`src/rtl/pixel_packet_framer.sv`:
```
// pixel_packet_framer
//   Frames a variable-length byte payload as
//     EA FF | PHL_ID dtype | dlen[15:8] dlen[7:0] | payload | [CRC lo, CRC hi] | AA DD | zero pad
//   and packs the stream PIX_BYTES bytes per pixel: stream byte k*PIX_BYTES+j lands in
//   pixel k, bits [j*8 +: 8]. One pixel is emitted per pix_en cycle while a packet is in flight.
//
//   Optional build macro: PKT_CRC_EN -- inserts a CRC-16-CCITT (poly 0x1021, init 0xFFFF,
//   MSB-first, no final XOR) over the payload bytes, low byte first, before the EOF bytes.
//
// Ports
//   tx_pixel_clk  in   pixel clock, rising edge
//   rst_n         in   asynchronous active-low reset
//   data          in   payload, byte i = data[i*8 +: 8]
//   dlen          in   payload length in bytes
//   dtype         in   header data-type byte
//   pkt_valid     in   packet offered
//   pkt_ready     out  packet can be accepted
//   pix_en        in   pixel slot available this cycle
//   pixel_value   out  packed pixel (0 outside emission cycles)
//   pixel_valid   out  pixel_value carries a framed pixel
//   busy          out  packet in progress
//   pkt_done      out  pulse together with the last pixel of a packet
//   err_len       out  pulse when a packet is rejected for dlen > MAX_DLEN
//   fsm_state     out  current FSM state (0 = IDLE, 1 = SEND), for observation
//
// Handshake: a packet transfers on a rising edge where pkt_valid and pkt_ready are both 1;
// pkt_ready is only ever high in IDLE, and the accepted data/dlen/dtype are captured on that
// edge, so later input changes have no effect on the packet in flight.
module pixel_packet_framer #(
  parameter int         MAX_DLEN  = 64,
  parameter int         PIX_BYTES = 6,
  parameter int         OUT_W     = 64,
  parameter logic [7:0] PHL_ID    = 8'h00
) (
  input  logic                  tx_pixel_clk,
  input  logic                  rst_n,
  input  logic [MAX_DLEN*8-1:0] data,
  input  logic [15:0]           dlen,
  input  logic [7:0]            dtype,
  input  logic                  pkt_valid,
  output logic                  pkt_ready,
  input  logic                  pix_en,
  output logic [OUT_W-1:0]      pixel_value,
  output logic                  pixel_valid,
  output logic                  busy,
  output logic                  pkt_done,
  output logic                  err_len,
  output logic [1:0]            fsm_state
);

`ifdef PKT_CRC_EN
  localparam logic [16:0] TRAILER = 17'd10;
`else
  localparam logic [16:0] TRAILER = 17'd8;
`endif

  typedef enum logic [1:0] {IDLE = 2'd0, SEND = 2'd1} state_t;
  state_t state, state_next;

  logic [MAX_DLEN*8-1:0] data_q;
  logic [15:0]           dlen_q;
  logic [7:0]            dtype_q;
  logic [16:0]           idx_q;

  logic             accept, len_bad, emit, last_pix;
  logic [16:0]      pay_end, total_n;
  logic [16:0]      pos, off;
  logic [7:0]       byte_v;
  logic [OUT_W-1:0] packed_pix;

  logic [OUT_W-1:0] pixel_value_d;
  logic             pixel_valid_d, busy_d, pkt_done_d, err_len_d, ready_d;

`ifdef PKT_CRC_EN
  logic [15:0] crc_q, crc_run;

  function automatic logic [15:0] crc_step(input logic [15:0] c, input logic [7:0] d);
    logic [15:0] r;
    r = c ^ {d, 8'h00};
    for (int k = 0; k < 8; k++) begin
      r = r[15] ? ((r << 1) ^ 16'h1021) : (r << 1);
    end
    return r;
  endfunction
`endif

  assign accept   = pkt_valid & pkt_ready & (state == IDLE);
  assign len_bad  = {16'd0, dlen} > MAX_DLEN[31:0];
  assign emit     = (state == SEND) & pix_en;
  assign pay_end  = 17'd6 + {1'b0, dlen_q};
  assign total_n  = {1'b0, dlen_q} + TRAILER;
  // Last pixel once this pixel covers stream byte N-1.
  assign last_pix = (idx_q + 17'(PIX_BYTES)) >= total_n;
  assign fsm_state = state;

  // Build the pixel at byte index idx_q. Every lane decodes its own stream position,
  // so header/payload/EOF boundaries may fall anywhere inside a pixel. The CRC is
  // advanced lane by lane in stream order, so CRC lanes always see the full payload
  // CRC even when the last payload bytes share the pixel.
  always_comb begin
    packed_pix = '0;
    pos        = '0;
    off        = '0;
    byte_v     = '0;
`ifdef PKT_CRC_EN
    crc_run    = crc_q;
`endif
    for (int j = 0; j < PIX_BYTES; j++) begin
      pos    = idx_q + 17'(j);
      off    = pos - 17'd6;
      byte_v = 8'h00;
      if (pos == 17'd0)      byte_v = 8'hEA;
      else if (pos == 17'd1) byte_v = 8'hFF;
      else if (pos == 17'd2) byte_v = PHL_ID;
      else if (pos == 17'd3) byte_v = dtype_q;
      else if (pos == 17'd4) byte_v = dlen_q[15:8];
      else if (pos == 17'd5) byte_v = dlen_q[7:0];
      else if (pos < pay_end) begin
        for (int i = 0; i < MAX_DLEN; i++) begin
          if (off == 17'(i)) byte_v = data_q[i*8 +: 8];
        end
`ifdef PKT_CRC_EN
        crc_run = crc_step(crc_run, byte_v);
`endif
      end
`ifdef PKT_CRC_EN
      else if (pos == pay_end)          byte_v = crc_run[7:0];
      else if (pos == pay_end + 17'd1)  byte_v = crc_run[15:8];
      else if (pos == pay_end + 17'd2)  byte_v = 8'hAA;
      else if (pos == pay_end + 17'd3)  byte_v = 8'hDD;
`else
      else if (pos == pay_end)          byte_v = 8'hAA;
      else if (pos == pay_end + 17'd1)  byte_v = 8'hDD;
`endif
      packed_pix[j*8 +: 8] = byte_v;
    end
  end

  // FSM: state register
  always_ff @(posedge tx_pixel_clk or negedge rst_n) begin
    if (!rst_n) state <= IDLE;
    else        state <= state_next;
  end

  // FSM: next state
  always_comb begin
    state_next = state;
    case (state)
      IDLE:    if (accept && !len_bad) state_next = SEND;
      SEND:    if (emit && last_pix)   state_next = IDLE;
      default: state_next = IDLE;
    endcase
  end

  // FSM: outputs (registered below, giving the one-cycle pix_en -> pixel latency)
  always_comb begin
    pixel_value_d = '0;
    pixel_valid_d = 1'b0;
    pkt_done_d    = 1'b0;
    err_len_d     = accept & len_bad;
    busy_d        = (state_next == SEND);
    // Ready returns one cycle after the done pixel, and drops on the accept edge.
    ready_d       = (state == IDLE) && (state_next == IDLE);
    if (emit) begin
      pixel_value_d = packed_pix;
      pixel_valid_d = 1'b1;
      pkt_done_d    = last_pix;
    end
  end

  always_ff @(posedge tx_pixel_clk or negedge rst_n) begin
    if (!rst_n) begin
      pixel_value <= '0;
      pixel_valid <= 1'b0;
      busy        <= 1'b0;
      pkt_done    <= 1'b0;
      err_len     <= 1'b0;
      pkt_ready   <= 1'b0;
    end else begin
      pixel_value <= pixel_value_d;
      pixel_valid <= pixel_valid_d;
      busy        <= busy_d;
      pkt_done    <= pkt_done_d;
      err_len     <= err_len_d;
      pkt_ready   <= ready_d;
    end
  end

  // Packet capture and progress
  always_ff @(posedge tx_pixel_clk or negedge rst_n) begin
    if (!rst_n) begin
      data_q  <= '0;
      dlen_q  <= '0;
      dtype_q <= '0;
      idx_q   <= '0;
`ifdef PKT_CRC_EN
      crc_q   <= 16'hFFFF;
`endif
    end else if (accept) begin
      data_q  <= data;
      dlen_q  <= dlen;
      dtype_q <= dtype;
      idx_q   <= '0;
`ifdef PKT_CRC_EN
      crc_q   <= 16'hFFFF;
`endif
    end else if (emit) begin
      idx_q   <= idx_q + 17'(PIX_BYTES);
`ifdef PKT_CRC_EN
      crc_q   <= crc_run;
`endif
    end
  end

endmodule

```
`config.mk`:
```
export PLATFORM = sky130hd
export DESIGN_NAME = pixel_packet_framer
export DESIGN_NICKNAME = d
export VERILOG_FILES = /design/src/rtl/pixel_packet_framer.sv
export SDC_FILE = /design/constraint.sdc
export NUM_CORES = 2
export LEC_CHECK = 0
export ABC_AREA = 1
export CAP_MARGIN = 30
export CORE_MARGIN = 3
export CORE_UTILIZATION = 55
export DETAILED_ROUTE_END_ITERATION = 6
export PLACE_DENSITY = 0.8
export REMOVE_ABC_BUFFERS = 1
export SLEW_MARGIN = 5
export SYNTH_ARGS = -nofsm -noshare
export SYNTH_HDL_FRONTEND = slang
export SYNTH_SLANG_ARGS = --single-unit
```
`constraint.sdc`:
```
create_clock -name tx_pixel_clk -period 6.5 [get_ports tx_pixel_clk]
set_input_delay 0.975 -clock tx_pixel_clk [delete_from_list [all_inputs] [get_ports tx_pixel_clk]]
set_output_delay 0.975 -clock tx_pixel_clk [all_outputs]
set_load 0.005 [all_outputs]
```
==> summary.md <==
| Metric | Value |
|---|---|
| Cells after Synth | `6225` |
| Final Worst Setup Slack | `0.00519 ns` |
| Worst hold path class | `primary input to async pin` |
| Port buffer count | `594` |
| Combinational group share of total power | `0.188` |
| Hold Vio Cnt, Final | `0` |
| Remaining DRCs | `0` |
| Num rows | `103` |
| CTS tree | `yes` |
| Switching share of power | `0.342` |
| Clock skew | `0.0295 ns` |
| Switching power | `0.00393 W` |
| Detailed Place HPWL | `175 mm` |
| Fraction of synthesized cell area taken by the top area cell type | `0.340` |
| RSZ-0062 raised after global routing | `yes` |
| Top post-synthesis cells by area | `sky130_fd_sc_hd__dfrtp_1 (34%), sky130_fd_sc_hd__nand2_1 (12%), sky130_fd_sc_hd__mux2_2 (7.4%)` |
| Critical path class | `flop to flop` |
| Pre-CTS WS | `0.0579 ns` |
| Fraction of layout instances using a drive strength above 1 | `0.141` |
| Routed Antenna Nets | `0` |
| Area Growth Syn to Fin | `27.3%` |
| Cell with the largest stage delay on the worst path | `sky130_fd_sc_hd__dfrtp_2` |
| Area after detailed placement | `54200 sq um` |
| Number of global-route vias before repair | `50.9k` |
| CP Max Fanout | `6` |
| Cell type with the largest total area after synthesis | `sky130_fd_sc_hd__dfrtp_1` |
| Maximum cell stage delay along the critical path | `0.45 ns` |
| Aggregate global routing overflow | `0` |
| Post-route standard cell area excluding fillers | `56800 sq um` |
| Last weighted congestion value of the routability-driven placer | `1.20` |
| Max capacitance violation total | `0` |
| Worst-case vdd ir drop | `0.278 mV` |
| #FFs+latches synth | `607` |
| Nature of the critical path startpoint | `flop` |
| Number of antenna violations at the first check in global routing | `5` |
| Fraction of registers with async set or reset after synthesis | `1.00` |
| Number of iterations in the first detailed-routing pass | `7` |
| Arrival time of data at the critical path endpoint | `6.98 ns` |
| Global-route total usage across every layer | `0.495` |
| Routed length per instance | `26.8 um` |
| Final clock period utilization by the worst path | `0.999` |
| Clock root buffer master | `sky130_fd_sc_hd__clkbuf_16` |
| Number of sinks driven by the clock tree | `607` |
| I/O pin total | `611` |
| Total standard cell area after synthesis | `44600 sq um` |
| Worst-case register-to-register setup slack | `0.005 ns` |
| Most instantiated flip-flop cell in the synthesis netlist | `sky130_fd_sc_hd__dfrtp_1` |
| Number of non-filler instances in the completed layout | `8205` |
| Number of synthesized flops with an enable pin | `0` |
| Horiz. Die Dim | `291 um` |
| Maximum count of clock buffers along a single path | `3` |
| Number of max-slew violations in the final report | `0` |
| H-Tree Depth | `3` |
| Syn Area/Cell | `7.17 sq um` |
| Cell occurring most often along the worst timing path | `sky130_fd_sc_hd__nand2_1` |
| Result of the run | `completed` |
| Pin count of the biggest net entering global routing | `165` |
| Cell Pwr Density | `203 nW/um^2` |
| Type of destination of the critical path | `flop` |
| Final nets | `7767` |
| Clk pwr share | `0.358` |
| Global-route wire length before repair | `319 mm` |
| Setup violators final | `0` |
| Sequential fraction of the synthesis area | `0.340` |
| Number of vias after detailed routing | `53.3k` |
| Cell count after placement | `8078` |
| Internal power of the cells | `0.00758 W` |
| Initial core utilization | `0.560` |
| Endpoint required time on the critical path | `6.99 ns` |
| Area enclosed by the die boundary | `84600 sq um` |
| Leakage power | `25.9 nW` |
| Post-route minimum period | `6.49 ns` |
| Total wire length after detailed routing | `220 mm` |
| Clock Pin Slew Worst Setup and Hold Paths | `0.07 ns` |
| Headroom to the max-slew limit | `0.242` |
| Maximum clock rate | `0.154 GHz` |
| Number of buffers created by CTS | `68` |
| Hold bufs inserted after CTS | `0` |
| Fraction of power consumed by sequential logic | `0.454` |
| Core region area | `79600 sq um` |
| DRC violation total after the first TritonRoute iteration | `8318` |
| Fill count | `6487` |
| Latest clock arrival within the worst-skew pair | `0.65 ns` |
| Hold Worst Slack | `0.369 ns` |
| Detailed-route vias per instance | `6.50` |
| Slew at the pin closest to its max-slew limit | `1.13 ns` |
| Number of distinct library cells after synthesis | `69` |
| Die H | `291 um` |
| Synth warnings | `0` |
[placed cells by master, fill, tap and decap left out, drive strengths merged, types with 25 or more instances in the layout]
master,netlist,final
clkinv,9,25
nand4,168,168
dfrtp,607,607
nor3,132,132
inv,762,768
nand2,1401,1401
ha,123,123
o211ai,79,79
nor4,55,55
o22ai,58,58
buf,45,391
clkdlybuf4s50,0,593
a21oi,630,630
xor2,119,119
o2111ai,111,111
nor2,801,801
mux2,295,295
o221ai,31,31
nand3,265,265
clkbuf,146,85
a221oi,35,35
o21ai,257,257
[path summary, 6_finish.rpt]
check,startpoint,endpoint,cells after the start
setup reg to reg,idx_q[2],pixel_value[7],35
max in group asynchronous,rst_n,idx_q[4],2
hold reg to reg,data_q[180],data_q[180],2
hold / removal,rst_n,data_q[8],1
setup / recovery,idx_q[2],pixel_value[7],35
min in group tx_pixel_clk,data_q[180],data_q[180],2
[registers in the layout, indices dropped and copies added (netlist names), 2 cells and up]
name	count
idx_q	16
dlen_q	16
dtype_q	8
pixel_value	48
data_q	512
fsm_state	2
[cell type report]
type / instances / area (sq um) / area share
well taps: 1050 / 1310 / 0.0231
inverters: 771 / 2900 / 0.0510
clock inverters: 33 / 469 / 0.00826
multi-input cells: 4672 / 26000 / 0.458
clock buffers: 85 / 1850 / 0.0325
flip-flops and latches: 607 / 15200 / 0.268
diodes: 3 / 7.51 / 0.000132
repair buffers: 984 / 9050 / 0.159
[stage by stage]
stage | utilization | total power, W | TNS (ns)
2_1_floorplan | - | 0.00617 | -7419.87
3_3_place_gp | 0.680 | 0.00717 | -0.0457
3_5_place_dp | 0.680 | 0.00726 | 0
4_1_cts | 0.709 | 0.0113 | 0
5_1_grt | 0.713 | 0.0118 | -0.113
6_report | 0.713 | 0.0115 | 0
[synth_stat cells (78+ instances only)]
cell type and number:
sky130_fd_sc_hd__nand4_1 166, sky130_fd_sc_hd__nor3_1 126, sky130_fd_sc_hd__nor2_1 760, sky130_fd_sc_hd__nand3_1 258, sky130_fd_sc_hd__mux2_2 295, sky130_fd_sc_hd__o2111ai_1 111, sky130_fd_sc_hd__dfrtp_1 607, sky130_fd_sc_hd__a21oi_1 630
sky130_fd_sc_hd__ha_1 123, sky130_fd_sc_hd__xor2_1 109, sky130_fd_sc_hd__inv_1 709, sky130_fd_sc_hd__o21ai_0 222, sky130_fd_sc_hd__clkbuf_1 146, sky130_fd_sc_hd__o211ai_1 78, sky130_fd_sc_hd__nand2_1 1376
[power groups by stage]
stage	clock network [W]	registers [W]	logic, W
CTS	0.00411	0.00514	0.00209
global route	0.00425	0.00522	0.00231
detailed placement	0	0.00520	0.00206
floorplan	0	0.00482	0.00135
finish	0.00412	0.00522	0.00217
global placement	0	0.00519	0.00198
[layer usage]
| layer | GRT usage | vias to the layer above | share of wire |
|---|---|---|---|
| met2 | 0.738 | 4643 | 0.42 |
| li1 | - | 22767 | - |
| met1 | 0.619 | 24718 | 0.35 |
| met4 | 0.326 | 2 | 0.084 |
| met5 | 0 | - | 0.000059 |
| met3 | 0.152 | 1178 | 0.14 |
[kinds of logic (layout without fill, tap and decap cells)]
| family | count (synthesis) | count (layout) | share of synthesized area |
|---|---|---|---|
| AND/OR/NAND/NOR | 2859 | 2859 | 0.275 |
| AO/OA/AOI/OAI | 1254 | 1254 | 0.165 |
| multiplexers | 296 | 296 | 0.0747 |
| other | 1 | 20 | 0.0000841 |
| adder cells (fa/ha/maj) | 123 | 123 | 0.0345 |
| flip-flops | 607 | 607 | 0.340 |
| XOR/XNOR | 123 | 123 | 0.0266 |
| buffers and inverters | 962 | 1873 | 0.0834 |
[critical path: cells and delay by family (launching register included)]
kind                       cells  cell delay, ns
AOI/OAI and AO/OA             16            3.31
xor gates and xnor gates       1            0.19
adders and majority gates      1            0.24
buffers and inverters          4            0.60
DFF                            1            0.45
and+or+nand+nor               13            1.49
[repair_timing]
action	CTS	global route
endpoints found under the setup margin	0	21
setup buffers	0	4
resized for setup	0	58
Power figures use the tool's default switching activity.
